[config.mk]
export PLATFORM = sky130hd
export DESIGN_NAME = bcd_encoder_flat
export DESIGN_NICKNAME = d
export VERILOG_FILES = /design/src/rtl/bcd_encoder_if.sv /design/src/rtl/bcd_encoder.sv /design/src/flat_wrapper.sv
export SDC_FILE = /design/constraint.sdc
export NUM_CORES = 1
export LEC_CHECK = 0
export ABC_AREA = 1
export CORE_UTILIZATION = 52
export DETAILED_ROUTE_END_ITERATION = 8
export HOLD_SLACK_MARGIN = 0.1
export PLACE_DENSITY = 0.84
export SLEW_MARGIN = 0
export SYNTH_ARGS = -nofsm -noshare
export SYNTH_HDL_FRONTEND = slang
export SYNTH_SLANG_ARGS = --single-unit
[constraint.sdc]
create_clock -name clk -period 1.63 [get_ports clk]
set_clock_uncertainty 0.15 [all_clocks]
set_input_delay 0.326 -clock clk [delete_from_list [all_inputs] [get_ports clk]]
set_output_delay 0.326 -clock clk [all_outputs]
set_load 0.01 [all_outputs]
[src/rtl/bcd_encoder_if.sv]
// Handshake and data bus of bcd_encoder: the controller drives start/bin_in
// and reads back busy/done/bcd_out.
interface bcd_encoder_if #(
    parameter int WIDTH  = 8,
    parameter int DIGITS = 3
);
    logic                start;
    logic [WIDTH-1:0]    bin_in;
    logic                busy;
    logic                done;
    logic [4*DIGITS-1:0] bcd_out;

    modport master (output start, bin_in, input  busy, done, bcd_out);
    modport slave  (input  start, bin_in, output busy, done, bcd_out);
endinterface

[src/rtl/bcd_encoder.sv]
// Sequential binary-to-BCD converter (shift-and-add-3, one bit per clock).
// Define BCD_ENCODER_BLANK_EN to show leading zero digits as 4'hF (blank).
module bcd_encoder_dig (
    input  logic [3:0] d,
    output logic [3:0] q
);
    assign q = (d >= 4'd5) ? d + 4'd3 : d;
endmodule

module bcd_encoder #(
    parameter int WIDTH  = 8,
    parameter int DIGITS = 3
) (
    input logic          clk,
    input logic          resetn,
    bcd_encoder_if.slave bus
);
    localparam int CW = (WIDTH > 1) ? $clog2(WIDTH) : 1;
    localparam int SW = 4 * DIGITS;

    function automatic logic [SW-1:0] rst_pattern();
        logic [SW-1:0] p;
        p = '0;
`ifdef BCD_ENCODER_BLANK_EN
        for (int i = 1; i < DIGITS; i++) p[4*i +: 4] = 4'hF;
`endif
        return p;
    endfunction

    localparam logic [SW-1:0] RST_BCD = rst_pattern();

    // Digits above the most significant nonzero one become 4'hF; digit 0 always shows.
    function automatic logic [SW-1:0] fmt(input logic [SW-1:0] d);
        logic [SW-1:0] r;
        r = d;
`ifdef BCD_ENCODER_BLANK_EN
        begin
            logic lead;
            lead = 1'b1;
            for (int i = DIGITS - 1; i >= 1; i--) begin
                if (d[4*i +: 4] != 4'd0) lead = 1'b0;
                if (lead) r[4*i +: 4] = 4'hF;
            end
        end
`endif
        return r;
    endfunction

    typedef enum logic [1:0] {
        IDLE  = 2'b00,
        SHIFT = 2'b01
    } state_t;

    state_t          state, state_nxt;
    logic [SW-1:0]   scratch, adj, scr_nxt;
    logic [WIDTH-1:0] sr, sr_nxt;
    logic [CW-1:0]   cnt;
    logic            busy_r, done_r, busy_nxt, done_nxt, load;
    logic [SW-1:0]   bcd_r;
    logic            last;

    for (genvar g = 0; g < DIGITS; g++) begin : g_dig
        bcd_encoder_dig u_dig (.d(scratch[4*g +: 4]), .q(adj[4*g +: 4]));
    end

    // Correction first, then one left shift of {digits, binary}.
    assign {scr_nxt, sr_nxt} = {adj[SW-2:0], sr, 1'b0};
    assign last = (state == SHIFT) && (cnt == CW'(WIDTH - 1));

    always_ff @(posedge clk or negedge resetn) begin
        if (!resetn) state <= IDLE;
        else         state <= state_nxt;
    end

    always_comb begin
        state_nxt = IDLE;
        case (state)
            IDLE:    state_nxt = bus.start ? SHIFT : IDLE;
            SHIFT:   state_nxt = last ? IDLE : SHIFT;
            default: state_nxt = IDLE;
        endcase
    end

    always_comb begin
        busy_nxt = 1'b0;
        done_nxt = 1'b0;
        load     = 1'b0;
        case (state)
            IDLE:  busy_nxt = bus.start;
            SHIFT: begin
                busy_nxt = !last;
                done_nxt = last;
                load     = last;
            end
            default: ;
        endcase
    end

    always_ff @(posedge clk or negedge resetn) begin
        if (!resetn) begin
            scratch <= '0;
            sr      <= '0;
            cnt     <= '0;
            busy_r  <= 1'b0;
            done_r  <= 1'b0;
            bcd_r   <= RST_BCD;
        end else begin
            busy_r <= busy_nxt;
            done_r <= done_nxt;
            case (state)
                IDLE: begin
                    sr      <= bus.bin_in;
                    scratch <= '0;
                    cnt     <= '0;
                end
                SHIFT: begin
                    sr      <= sr_nxt;
                    scratch <= scr_nxt;
                    cnt     <= cnt + CW'(1);
                end
                default: begin
                    sr      <= '0;
                    scratch <= '0;
                    cnt     <= '0;
                end
            endcase
            if (load) bcd_r <= fmt(scr_nxt);
        end
    end

    assign bus.busy    = busy_r;
    assign bus.done    = done_r;
    assign bus.bcd_out = bcd_r;
endmodule
[src/flat_wrapper.sv]
// flat-port wrapper written by rule: the top's interface ports become plain ports
module bcd_encoder_flat 
#(
    parameter int WIDTH  = 8,
    parameter int DIGITS = 3
)
  (clk, resetn, bus_start, bus_bin_in, bus_busy, bus_done, bus_bcd_out);
  bcd_encoder_if #(.WIDTH(WIDTH), .DIGITS(DIGITS)) bus_i ();
  input logic clk;
  input logic resetn;
  input wire logic [$bits(bus_i.start)-1:0] bus_start;
  input wire logic [$bits(bus_i.bin_in)-1:0] bus_bin_in;
  output wire logic [$bits(bus_i.busy)-1:0] bus_busy;
  output wire logic [$bits(bus_i.done)-1:0] bus_done;
  output wire logic [$bits(bus_i.bcd_out)-1:0] bus_bcd_out;
  assign bus_i.start = bus_start;
  assign bus_i.bin_in = bus_bin_in;
  assign bus_busy = bus_i.busy;
  assign bus_done = bus_i.done;
  assign bus_bcd_out = bus_i.bcd_out;
  bcd_encoder #(.WIDTH(WIDTH), .DIGITS(DIGITS)) u_core (.clk(clk), .resetn(resetn), .bus(bus_i));
endmodule
* Word-level counts from Yosys, hierarchy flattened
Index checks and enable logic that the tools add are counted.
** Storage, ports and cells
- Flip-flop bits (word level) :: 39
- Word-level logic and storage cells :: 30
** Cells by class
- $add $sub $neg :: 4
- Order comparisons :: 3
- Equality and inequality tests :: 2
- Multiplexer cells :: 11
- Reduce and logical (&&, ||, !) cells :: 3
** Operators with widths (count)
- $pmux 8 s2 :: 1
- $ge 4x3->1 const B :: 3
- $mux 12 :: 1
- $add 4x2->4 const B :: 2
- $mux 4 :: 2
- $mux 3 :: 2
- $pmux 2 s2 :: 1
- $add 3x1->3 const B :: 1
- $add 3x2->3 const B :: 1
- $eq 3x3->1 const B :: 1
- $mux 1 :: 3
- $eq 2x1->1 const B :: 1
- $logic_not 2->1 :: 1
- $pmux 1 s2 :: 1
- $logic_and 1x1->1 :: 1
- $logic_not 1->1 :: 1

* Logic depth before layout (Yosys ltp)
- Depth in word-level cells :: 4
- Gate-level depth with buffers :: 10
- Depth with buffers taken out :: 10

* Cells and area by module
Synthesis repeated with hierarchy kept, for this count alone.
** Unflattened totals
- Cell total of the unflattened synthesis :: 207
- Area, all modules :: 1784.2 µm²
** By module, submodules not included
- bcd_encoder :: times used 1, cells an instance 138, area an instance 1378.8 µm²
- bcd_encoder_dig :: times used 3, cells an instance 23, area an instance 135.1 µm²

* Worst setup path after synthesis
Ideal clock, no wire load.
- Path type :: reg2reg
- Start :: register u_core.cnt[0]
- End :: register u_core.bcd_r[4] (netlist: u_core.bus.bcd_out[4])
- Data arrival time :: 1.111 ns
- Slack :: 0.251 ns
- Stages on the path, launching flop included :: 8
- Period minus slack after synthesis :: 1.379 ns
- Cell sequence :: dfrtp_1 > ha_1 > ha_1 > nand2_2 > inv_2 > buf_6 > nand3_1 > nand2_1
** On the way
- Word-level cells in the longest chain between the ends :: 3
** Ends and longest elaborated chain
- start, declared :: line bcd_encoder.sv:57 : logic [CW-1:0] cnt;
- start signal, assigned :: line bcd_encoder.sv:119 : cnt <= cnt + CW'(1);
- $eq 3x3->1 :: line bcd_encoder.sv:68 : assign last = (state == SHIFT) && (cnt == CW'(WIDTH - 1));
- $logic_and 1x1->1 :: line bcd_encoder.sv:68
- $mux 1
- named net u_core.done_nxt :: line bcd_encoder.sv:58 : logic busy_r, done_r, busy_nxt, done_nxt, load;
- end signal, assigned :: line bcd_encoder.sv:127 : if (load) bcd_r <= fmt(scr_nxt);
- end, declared :: line bcd_encoder.sv:59 : logic [SW-1:0] bcd_r;
The timed path passes the listed nets, and every way through them passes these cells.
A chain may end at the register's enable or synchronous reset.

* Worst setup path in the final report
- Start :: register u_core.bcd_r[5] (netlist: u_core.bus.bcd_out[5])
- End :: output port bus_bcd_out[5]
** RTL lines
- end, declared :: line flat_wrapper.sv:15 : output wire logic [$bits(bus_i.bcd_out)-1:0] bus_bcd_out;
No word-level cell between the ends.

==> run_results.csv <==
group,metric,value,unit
power_and_ir_drop,p_leak,1.10,nW
critical_path,cp_max_fo,2,
timing,worst_pin_slew,330,ps
power_and_ir_drop,ir_drop,973,µV
detailed_routing,via_per_inst,5.21,
critical_path,worst_setup_path_end_kind,"output pin",
placed_design,dp_hpwl,2.18,mm
logic_synthesis,synth_xor_area_frac,0,
critical_path,r2r_setup_slack,160,ps
run_status,failed_checks,"DRC",
timing,maxSlewHeadroom,0.780,
layout,n_antenna_cell,0,
logic_synthesis,synth-seq-area-share,0.576,
layout,drive_gt1_frac,0.0645,
global_route,grt_max_degree,38,
logic_synthesis,synth_top_family_by_area,"simple AND/OR/NAND/NOR gates",
logic_synthesis,synth_area_leaders,"dfrtp_1, nand2_1, ha_1",
critical_path,crit_chain,"dlygate4sd2_1",
timing,rsz0062_at_grt,"no",
logic_synthesis,ys_warn_count,0,
critical_path,worstReg2RegEnd,"u_core.bus.bcd_out[11]$_DFFE_PN0P_",
cts,cts_inserted_buffers,5,
power_and_ir_drop,p_switching,1.60,mW
timing,tns,0,ps
detailed_routing,via_count,1291,
floorplan,core_area,0.00285,mm²
global_route,grt_usage,0.215,
timing,post-route-period-util,0.921,
floorplan,dieHeight,57.6,µm
critical_path,reg2reg_depth,5,
logic_synthesis,synth_area,0.00161,mm²
global_route,antenna_found_initial,0,
timing,layout_setup_ws,129,ps
detailed_routing,firstDrtPassIters,6,
cts,cts_max_level,2,
placed_design,dp_cells,240,
layout,nets,235,
floorplan,start_util,0.563,
power_and_ir_drop,switching_share,0.423,
global_route,grt-ovfl-total,0,
critical_path,rr_startpoint,"u_core.cnt[0]$_DFF_PN0_",
logic_synthesis,synthAdderAreaFrac,0.0623,
power_and_ir_drop,power_frac_comb,0.468,
power_and_ir_drop,power,3.77,mW
power_and_ir_drop,clockPowerShare,0.118,
run_status,status,"complete, but fails checks",
placed_design,place_congestion,0.776,
placed_design,io_buffers,24,
critical_path,cp_top_family,"flip-flops",
run,maxCapViolations,0,
logic_synthesis,synth_nets,205,
layout,instances_no_fill,248,
critical_path,crit_required,1150,ps
logic_synthesis,synth-seq-cells,37,
critical_path,worst_ep_arrival_time,1020,ps
worst_hold_path,hp-class,"in2async",
power_and_ir_drop,intPower,2.17,mW
power_and_ir_drop,pwr_density_cell,1950,mW/mm²
floorplan,dieArea,0.00332,mm²
logic_synthesis,synth_compound_area_frac,0.0312,
critical_path,cpPeakStageDelay,400,ps
power_and_ir_drop,pwr-share-seq,0.414,
cts,cts_tree,"yes",
logic_synthesis,synth_mux_area_frac,0,
logic_synthesis,synth_cell_types,13,
detailed_routing,drt-initial-drc-count,48,
placed_design,place_area,0.00189,mm²
critical_path,crit_buf_inv,1,
layout,finish.instance_area,0.00193,mm²
timing,maxSlewViolCount,0,
timing,max_freq,0.666,GHz
logic_synthesis,syn_area_per_cell,8.64,µm²
cts,clkLatencyLatePin,330,ps
critical_path,crit_path_top_delay_cell,"dfrtp_1",
global_route,grt_pass1_vias,1286,
floorplan,ioPinCount,25,
detailed_routing,avgRoutedWirePerCell,12.0,µm
cts,clkTransAtPathRegs,110,ps
cts,clk_path_buf_depth,2,
global_route,grt_pass1_wl,5.31,mm
logic_synthesis,synth_simple_gate_area_frac,0.267,
floorplan,die_w,57.6,µm
detailed_routing,drc,2,
layout,mostFrequentLayoutCells,"nand2_1, dfrtp_1, inv_1, nor2_1, dlygate4sd2_1",
layout,final_common_cell,"nand2_1",
cts,clock-sinks,37,
floorplan,num_rows,19,
timing,hold_viol,0,
layout,syn2layout_area_growth,20.3,%
critical_path,crit_type,"reg2out",
logic_synthesis,syn_inst,186,
critical_path,start_kind,"flip-flop",
detailed_routing,antenna_left,0,
timing,setup_viol,0,
logic_synthesis,synth_top_area_cell,"dfrtp_1",
timing,layout_min_cycle_time,1500,ps
placed_design,dp_worst_setup_slack,149,ps
logic_synthesis,netlist.area_leader.share,0.576,
cts,root_buffer,"clkbuf_4",
detailed_routing,wl,2.98,mm
[cells in the mapped netlist]
cell type and n:
a21oi_1 1, buf_2 3, buf_6 1, dfrtp_1 37
ha_1 8, inv_1 18, inv_2 2, nand2_1 72
nand2_2 1, nand3_1 12, nand4_1 4, nor2_1 18
o21ai_0 9
[kinds of logic (layout without fill, tap and decap cells)]
family          Yosys count  count (layout)
compound gates           10              10
simple gates            107             107
buf+inv                  24              55
fa+ha+maj                 8               8
flops                    37              37
[final cells by class]
type	count	area, µm²
repair buffers	27	258
fillers	222	920
clock buffers	6	41.3
inverters	20	75.1
well taps	31	38.8
flip-flops and latches	37	926
multi-input cells	125	584
clock inverters	2	10.0
[worst max-delay path by stage]
stage | depth (start not counted) | slack, ps | start | endpoint
after floorplan | 7 | 250 | u_core.cnt[0]$_DFF_PN0_ | u_core.bus.bcd_out[4]$_DFFE_PN0P_
after global placement | 5 | 240 | u_core.cnt[0]$_DFF_PN0_ | u_core.bus.bcd_out[3]$_DFFE_PN0P_
after detailed placement | 8 | 150 | u_core.scratch[0]$_DFF_PN0_ | u_core.bus.bcd_out[2]$_DFFE_PN0P_
after CTS | 1 | 120 | u_core.bus.bcd_out[11]$_DFFE_PN0P_ | bus_bcd_out[11]
after global routing | 6 | 30 | u_core.cnt[0]$_DFF_PN0_ | u_core.bus.bcd_out[11]$_DFFE_PN0P_
final | 1 | 130 | u_core.bus.bcd_out[5]$_DFFE_PN0P_ | bus_bcd_out[5]
[sequential cells by signal (all words and copies together) (netlist names)]
name                count
u_core.cnt              3
u_core.bus.done         1
u_core.sr               8
u_core.scratch         12
u_core.state            1
u_core.bus.bcd_out     12
[layer usage]
layer / vias up / share of wire / wire length [µm] / GRT usage
met3: 9 / 0.051 / 153 / 0.0499
met2: 38 / 0.50 / 1490 / 0.362
li1: 637 / - / - / -
met5: - / 0 / 0 / 0
met4: 0 / 0.027 / 79 / 0.129
met1: 607 / 0.42 / 1260 / 0.249
[repair_timing]
action | 4_1_cts | 5_1_grt
setup buffers | 0 | 0
setup endpoints to repair | 14 | 1
hold buffers | 0 | 0
gates resized for setup | 14 | 1
[per-stage QoR]
| step | hold slack, ps | util |
|---|---|---|
| floorplan | -120 | - |
| global placement | 270 | 0.664 |
| detailed placement | 289 | 0.664 |
| CTS | 209 | 0.676 |
| global route | 225 | 0.678 |
| finish | 207 | 0.678 |
[power groups by stage]
stage          Clock, mW  Combinational, mW  Sequential [mW]
5_1_grt            0.497               2.05             1.61
3_3_place_gp           0               1.75             1.55
3_5_place_dp           0               1.86             1.58
2_1_floorplan          0               1.16             1.62
6_report           0.443               1.76             1.56
4_1_cts            0.461               1.77             1.56
Power figures use the tool's default switching activity.
